`src/rtl/mc_ctrl_pkg.sv`:
```
// Shared types and encodings for the multicycle MIPS main control unit.
// Opcodes, mux-select codes and the state enum live here so the FSM and its helpers agree.
package mc_ctrl_pkg;

  typedef enum logic [3:0] {
    RST, FETCH, DECODE, EXEC_R, WB_R, EXEC_I, WB_I, ADDR,
    MEM_RD, WB_LW, MEM_WR, BRANCH, JUMP, HALT
  } state_t;

  localparam logic [5:0] OP_RTYPE = 6'h00;
  localparam logic [5:0] OP_ADDI  = 6'h08;
  localparam logic [5:0] OP_LW    = 6'h23;
  localparam logic [5:0] OP_SW    = 6'h2B;
  localparam logic [5:0] OP_BEQ   = 6'h04;
  localparam logic [5:0] OP_J     = 6'h02;

  localparam logic [2:0] SRCB_B      = 3'd0;
  localparam logic [2:0] SRCB_FOUR   = 3'd1;
  localparam logic [2:0] SRCB_SEXT   = 3'd2;
  localparam logic [2:0] SRCB_BRANCH = 3'd3;
  localparam logic [2:0] SRCB_MDR    = 3'd4;

  localparam logic [1:0] ALUOP_ADD   = 2'b00;
  localparam logic [1:0] ALUOP_SUB   = 2'b01;
  localparam logic [1:0] ALUOP_FUNCT = 2'b10;

  localparam logic [1:0] PCSRC_ALU    = 2'd0;
  localparam logic [1:0] PCSRC_ALUOUT = 2'd1;
  localparam logic [1:0] PCSRC_JUMP   = 2'd2;

  localparam int WAIT_W = 4;

  function automatic logic is_mem_state(input state_t s);
    return (s == FETCH) || (s == MEM_RD) || (s == MEM_WR);
  endfunction

  // Anything outside the supported subset parks the machine in HALT.
  function automatic state_t decode_dispatch(input logic [5:0] op);
    case (op)
      OP_RTYPE:     return EXEC_R;
      OP_ADDI:      return EXEC_I;
      OP_LW, OP_SW: return ADDR;
      OP_BEQ:       return BRANCH;
      OP_J:         return JUMP;
      default:      return HALT;
    endcase
  endfunction

endpackage

```
`src/rtl/mc_control_fsm_wait_counter.sv`:
```
// Memory wait-state down-counter: load, decrement, terminal-count flag.
// Shared by FETCH, MEM_RD and MEM_WR so every memory access holds for load_val+1 cycles.
module mc_wait_counter
  import mc_ctrl_pkg::*;
#(
  parameter int W = WAIT_W
) (
  input  logic         clk,
  input  logic         reset,
  input  logic         load,
  input  logic [W-1:0] load_val,
  input  logic         dec,
  output logic         done
);

  logic [W-1:0] count;

  always_ff @(posedge clk or posedge reset) begin
    if (reset)
      count <= '0;
    else if (load)
      count <= load_val;
    else if (dec)
      count <= count - 1'b1;
  end

  assign done = (count == '0);

endmodule

```
`src/rtl/mc_control_fsm.sv`:
```
// Multicycle MIPS main control: sequences fetch/decode/execute/memory/write-back.
// Moore outputs decode from the state register and the wait counter's terminal count.
module mc_control_fsm
  import mc_ctrl_pkg::*;
#(
  parameter int MEM_WAIT = 1
) (
  input  logic       clk,
  input  logic       reset,
  input  logic [5:0] opcode,
  input  logic       zero,
  output logic       pc_write,
  output logic       pc_write_cond,
  output logic       i_or_d,
  output logic       mem_write,
  output logic       ir_write,
  output logic       reg_dst,
  output logic       mem_to_reg,
  output logic       reg_write,
  output logic       alu_src_a,
  output logic [2:0] alu_src_b,
  output logic [1:0] alu_op,
  output logic [1:0] pc_source,
  output logic       halted
);

  // state  | meaning
  // RST    | held in reset, all outputs low
  // FETCH  | read instruction at PC, PC+4 on last cycle
  // DECODE | latch opcode, precompute branch target
  // EXEC_R | R-type ALU operation
  // WB_R   | write rd
  // EXEC_I | addi ALU operation
  // WB_I   | write rt
  // ADDR   | lw/sw effective address
  // MEM_RD | load data read
  // WB_LW  | write MDR to rt
  // MEM_WR | store data write
  // BRANCH | beq compare, conditional PC load
  // JUMP   | PC <- jump target
  // HALT   | unsupported opcode, terminal

  localparam logic [WAIT_W-1:0] WAIT_INIT = WAIT_W'(MEM_WAIT);

  state_t     state;
  logic [5:0] op_q;
  logic       in_mem;
  logic       cnt_done;
  logic       last;

  // zero only gates pc_write_cond inside the datapath; this block stays Moore.
  logic unused_zero;
  assign unused_zero = zero;

  assign in_mem = is_mem_state(state);
  assign last   = in_mem && cnt_done;

  // Outside memory states the counter sits preloaded, so entry always starts at MEM_WAIT.
  mc_wait_counter #(.W(WAIT_W)) u_wait (
    .clk      (clk),
    .reset    (reset),
    .load     (!in_mem || cnt_done),
    .load_val (WAIT_INIT),
    .dec      (in_mem && !cnt_done),
    .done     (cnt_done)
  );

  always_ff @(posedge clk or posedge reset) begin
    if (reset) begin
      state <= RST;
      op_q  <= '0;
    end else begin
      case (state)
        RST:    state <= FETCH;
        FETCH:  if (cnt_done) state <= DECODE;
        DECODE: begin
          op_q  <= opcode;
          state <= decode_dispatch(opcode);
        end
        EXEC_R: state <= WB_R;
        WB_R:   state <= FETCH;
        EXEC_I: state <= WB_I;
        WB_I:   state <= FETCH;
        ADDR:   state <= (op_q == OP_LW) ? MEM_RD : MEM_WR;
        MEM_RD: if (cnt_done) state <= WB_LW;
        WB_LW:  state <= FETCH;
        MEM_WR: if (cnt_done) state <= FETCH;
        BRANCH: state <= FETCH;
        JUMP:   state <= FETCH;
        HALT:   state <= HALT;
        default: state <= RST;
      endcase
    end
  end

  always_comb begin
    pc_write      = 1'b0;
    pc_write_cond = 1'b0;
    i_or_d        = 1'b0;
    mem_write     = 1'b0;
    ir_write      = 1'b0;
    reg_dst       = 1'b0;
    mem_to_reg    = 1'b0;
    reg_write     = 1'b0;
    alu_src_a     = 1'b0;
    alu_src_b     = SRCB_B;
    alu_op        = ALUOP_ADD;
    pc_source     = PCSRC_ALU;
    halted        = 1'b0;
    case (state)
      FETCH: begin
        alu_src_b = SRCB_FOUR;
        ir_write  = last;
        pc_write  = last;
      end
      DECODE: alu_src_b = SRCB_BRANCH;
      EXEC_R: begin
        alu_src_a = 1'b1;
        alu_op    = ALUOP_FUNCT;
      end
      WB_R: begin
        reg_dst   = 1'b1;
        reg_write = 1'b1;
      end
      EXEC_I, ADDR: begin
        alu_src_a = 1'b1;
        alu_src_b = SRCB_SEXT;
      end
      WB_I:   reg_write = 1'b1;
      MEM_RD: i_or_d = 1'b1;
      WB_LW: begin
        mem_to_reg = 1'b1;
        reg_write  = 1'b1;
      end
      MEM_WR: begin
        i_or_d    = 1'b1;
        mem_write = last;
      end
      BRANCH: begin
        alu_src_a     = 1'b1;
        alu_op        = ALUOP_SUB;
        pc_source     = PCSRC_ALUOUT;
        pc_write_cond = 1'b1;
      end
      JUMP: begin
        pc_source = PCSRC_JUMP;
        pc_write  = 1'b1;
      end
      HALT:    halted = 1'b1;
      default: ;
    endcase
  end

endmodule

```
`config.mk`:
```
export PLATFORM = sky130hd
export DESIGN_NAME = mc_control_fsm
export DESIGN_NICKNAME = d
export VERILOG_FILES = /design/src/rtl/mc_ctrl_pkg.sv /design/src/rtl/mc_control_fsm_wait_counter.sv /design/src/rtl/mc_control_fsm.sv
export SDC_FILE = /design/constraint.sdc
export NUM_CORES = 1
export LEC_CHECK = 0
export ABC_AREA = 0
export CORE_UTILIZATION = 55
export DETAILED_ROUTE_END_ITERATION = 16
export DONT_BUFFER_PORTS = 1
export MAX_ROUTING_LAYER = met4
export PLACE_DENSITY = 0.72
export SYNTH_ARGS = -nofsm -noshare
export SYNTH_HDL_FRONTEND = slang
export SYNTH_HIERARCHICAL = 1
export SYNTH_SLANG_ARGS = --single-unit
```
`constraint.sdc`:
```
create_clock -name clk -period 2.7 [get_ports clk]
set_input_delay 0.405 -clock clk [delete_from_list [all_inputs] [get_ports clk]]
set_output_delay 0.405 -clock clk [all_outputs]
set_load 0.005 [all_outputs]
```
; Yosys cells after proc, flatten, opt, wreduce, memory -nomap -nowiden
; Index checks and enable logic that the tools add are counted.
[word_totals]
regBits = 14
input_bits = 9
[classes]
add_sub_neg = 1
eq_ne = 22
n_mux = 21
n_reduce_logical = 18
[ops]
columns = op, n
row1 = 4-bit one-hot mux with 9 select lines, 1
row2 = 4-bit == test (second input constant), 6
row3 = 4-bit 2-to-1 mux, 5
row4 = 4-bit one-hot mux with 5 select lines, 1
row5 = 6-bit == test (second input constant), 3
row6 = 4-bit by 3-bit == test with 1-bit output (second input constant), 4
row7 = 1-bit 2-to-1 mux, 9
row8 = 4-bit by 2-bit == test with 1-bit output (second input constant), 2
row9 = 4-bit logical NOT, 2
row10 = 2-bit one-hot mux with 2 select lines, 2
row11 = 6-bit by 2-bit == test with 1-bit output (second input constant), 1
row12 = 6-bit by 3-bit == test with 1-bit output (second input constant), 1
row13 = 6-bit by 4-bit == test with 1-bit output (second input constant), 1
row14 = 6-bit logical NOT, 1
row15 = 2-bit != test (second input constant), 3
row16 = 2-bit one-hot mux with 3 select lines, 1
row17 = 2-bit OR reduction, 3
row18 = 6-bit OR reduction, 1
row19 = 4-bit by 1-bit == test with 1-bit output (second input constant), 1
row20 = 4-bit OR reduction, 1
row21 = 4-bit by 1-bit subtractor with 4-bit output (second input constant), 1
row22 = 1-bit logical OR, 3
row23 = 3-bit AND reduction, 1
row24 = 3-bit OR reduction, 1
row25 = 5 further kinds, 7

; Longest topological paths before layout
[logic_depth]
word_depth = 6
depth_mapped = 7
mapped_depth_nobuf = 7

; Hierarchy
; The synthesis kept the hierarchy.
[by_module_without_submodules]
columns = module, n_inst, cells_each, area_per_inst_um2, seq_area_each_um2
row1 = mc_control_fsm, 1, 95, 784.5, 250.2
row2 = mc_wait_counter, 1, 23, 231.5, 100.1

; Worst setup path after synthesis
; No wires, ideal clock.
[synth_path]
kind = register -> output
startpoint = reg u_wait.count[0]
endpoint = out ir_write
t_arrival_ns = 1.678
path_slack_ns = 0.617
path_stages_with_launch = 6
path_cell_list = dfrtp_1 > inv_1 > ha_1 > nor3b_1 > nor4bb_1 > nor2b_1
[synth_between]
elab_chain_cells = 3
[synth_lines]
columns = item, line_no
row1 = start: declaration, mc_control_fsm_wait_counter.sv:16  ; logic [W-1:0] count;
row2 = start signal: assignment, mc_control_fsm_wait_counter.sv:22  ; count <= load_val;
row3 = start signal: assignment, mc_control_fsm_wait_counter.sv:24  ; count <= count - 1'b1;
row4 = 4-bit logical NOT, mc_control_fsm_wait_counter.sv:27  ; assign done = (count == '0);
row5 = named net cnt_done, mc_control_fsm.sv:48  ; logic cnt_done;
row6 = 1-bit logical AND, mc_control_fsm.sv:56  ; assign last = in_mem && cnt_done;
row7 = 1-bit 2-to-1 mux, mc_control_fsm.sv:110  ; case (state)
row8 = end: declaration, mc_control_fsm.sv:16  ; output logic ir_write,
; The timed path passes the listed nets, and every way through them passes these cells.

; Worst setup path in the final report
; Same ends and word-level chain as after synthesis.

==> flow_summary.json <==
{
  "drt-total-wl_mm": 1.875,
  "ys_async_sr_fraction_pct": 100.0,
  "core_um2": 1727,
  "synth_cell_types": 39,
  "vias": 790,
  "r2r-start": "u_wait/count[0]",
  "critical_path.startpoint": "u_wait/count[0]",
  "placed_area_um2": 1035,
  "nets": 131,
  "min_from": "opcode[4]",
  "dp_hpwl_mm": 1.390,
  "cts_tree": "built",
  "clock-sinks": 14,
  "syn_to_final_growth_pct": 6.404,
  "start_util_pct": 58.84,
  "synthTopCellsByArea": "dfrtp_1 34%, mux2_2 7.8%, nand2_1 4.1%",
  "worst-path-buf-inv": 2,
  "cts-resized-gates": 0,
  "timing_worst_setup_path_type": "register to output pin",
  "synth_edf_count": 0,
  "synth_area_per_cell_um2": 8.610,
  "ys_seq_elements": 14,
  "tightest_slew_ns": 0.5038,
  "final_design_area_no_fill_um2": 1081,
  "drt-initial-drc-count": 15,
  "fmaxAchievable_ghz": 0.4375,
  "synth_top_area_share_pct": 34.48,
  "final_common_cell": "dfrtp_1",
  "rows": 15,
  "antenna_found_initial": 0,
  "io_buffers": 0,
  "numCtsBuffers": 3,
  "hold_viol_final": 0,
  "period_needed_ns": 2.286,
  "status": "complete, no violations",
  "slew_viol_final": 0,
  "fin_util_pct": 62.61,
  "antenna_left": 0,
  "cts_post_setup_buffers_inserted": 0,
  "synth_xor_area_share_pct": 4.310,
  "crit_family": "simple AND/OR/NAND/NOR gates",
  "endpoint_kind": "output pin",
  "setup_viol": 0,
  "diodes": 0,
  "die_y_um": 44.98,
  "syn_area_um2": 1016,
  "io_pins": 26,
  "first_global_vias": 700,
  "die_w_um": 44.98,
  "grt_pass1_wl_mm": 3.125,
  "drc": 0,
  "fin_skew_ns": 0.005761,
  "slowest_stage": "dfrtp_1",
  "cts_root_buf": "clkbuf_4",
  "critical-path-max-stage-delay_ns": 0.43,
  "synth_top_family_by_area": "simple AND/OR/NAND/NOR gates",
  "layout-drive-gt1-share_pct": 15.00,
  "hp-class": "input pin to register",
  "avgViaCountPerCell": 5.448,
  "highest_layer": "met4",
  "ir_drop_uv": 743.4,
  "wl_met3_um": 89,
  "rsz0062_at_grt": "no",
  "synthSimpleGateAreaFrac_pct": 31.16,
  "fin_ws_ns": 0.4142,
  "clockBufferDepth": 2,
  "yosys.area_share.adder_pct": 1.232,
  "critPathMaxFanout": 9,
  "first_pass_iters": 4,
  "power_leakage_nw": 0.4546,
  "routedWlPerCell_um": 12.93,
  "grt_start_max_net_pins": 19,
  "ys_dominant_reg_cell": "dfrtp_1",
  "cap_violations": 0,
  "yosysSeqAreaShare_pct": 34.48,
  "met1Wirelength_um": 932,
  "place.gp.congestion": 0.8225,
  "postSynthCellCount": 118,
  "cts.clk_slew.worst_paths_ns": 0.08,
  "cts_hold_buffers": 1,
  "clkLatencyLatePin_ns": 0.28,
  "slew_headroom_pct": 66.41,
  "final_cell_mix": "14 x dfrtp_1, 11 x nand2_1, 10 x nor2_1",
  "pre_cts_ws_ns": 0.7238,
  "synth-compound-area-share_pct": 12.44,
  "htreeDepth": 1,
  "fin_setup_tns_ns": 0,
  "yosys_warnings": 6,
  "met2_length_um": 803,
  "track_usage_pct": 22.76,
  "synthMuxAreaShare_pct": 7.759,
  "finalCritPeriodShare_pct": 84.66,
  "cp-start-kind": "register",
  "crit_chain": "inv_1, ha_1, nor3b_1, buf_4, nor4bb_1, nor2b_1",
  "gr-total-overflow": 0,
  "dieArea_um2": 2023,
  "critical_path_required_ns": 2.30,
  "p_per_area_nw_per_um2": 1118,
  "yosysTopAreaCell": "dfrtp_1",
  "critPathArrivalTime_ns": 1.88
}
-- power by group --
part           internal (W)  total, W  switching [W]  leakage [nW]
Clock             0.0000821  0.000148      0.0000659        0.0210
Combinational      0.000308  0.000637       0.000329         0.265
Sequential         0.000314  0.000423       0.000109         0.169
Total              0.000704   0.00121       0.000505         0.455
-- Yosys cell counts, types with 4 or more instances --
library cell and n:
a21oi_1 4, buf_2 7, dfrtp_1 14, inv_1 5, mux2_2 7, nand2_1 11
nand2b_1 5, nand3_1 4, nor2_1 10, nor2b_1 5, o21ai_0 5
-- registers in the layout, indices dropped and copies added, names as in the netlist --
register and cells:
op_q 6, state 4, u_wait/count 4
-- stage by stage --
| stage | std cells | total power [W] | hold slack (ns) |
|---|---|---|---|
| final | 145 | 0.001208 | 0.2686 |
| after global routing | 145 | 0.001331 | 0.2480 |
| after CTS | 145 | 0.001217 | 0.2584 |
| after detailed placement | 140 | 0.001062 | 0.1931 |
| after global placement | 140 | 0.001037 | 0.1909 |
| after floorplan | 121 | 0.0009357 | 0.1711 |
-- cells by family (layout without fill, tap and decap cells) --
logic type,Yosys count,after routing
buf+inv,16,15
simple gates,54,54
other cells,2,5
mux,7,7
flops,14,14
compound gates,19,19
fa+ha+maj,1,1
xor+xnor,5,5
-- per-layer routing --
metal  up-vias  track usage, %
li1        409               -
met1       355           30.23
met2        22           31.30
met3         4           4.800
met4         0           14.55
met5         -               -
-- worst paths after layout --
path / end / slack [ns] / cells past startpoint
hold reg to reg: op_q[5] / 0.51 / 1
setup reg to reg: u_wait/count[3] / 0.72 / 9
max in group asynchronous: state[2] / 1.88 / 2
hold / removal: state[1] / 0.27 / 1
min in group asynchronous: u_wait/count[3] / 0.46 / 2
setup / recovery: ir_write / 0.41 / 6
-- area by class of cell --
class / count / area (um^2)
Inverter: 5 / 18.77
Multi-Input combinational cell: 91 / 596.8
Tap cell: 25 / 31.28
Sequential cell: 14 / 350.3
Clock buffer: 4 / 36.28
Timing Repair Buffer: 6 / 47.55
Fill cell: 156 / 645.6
(Power assumes the default switching activity.)
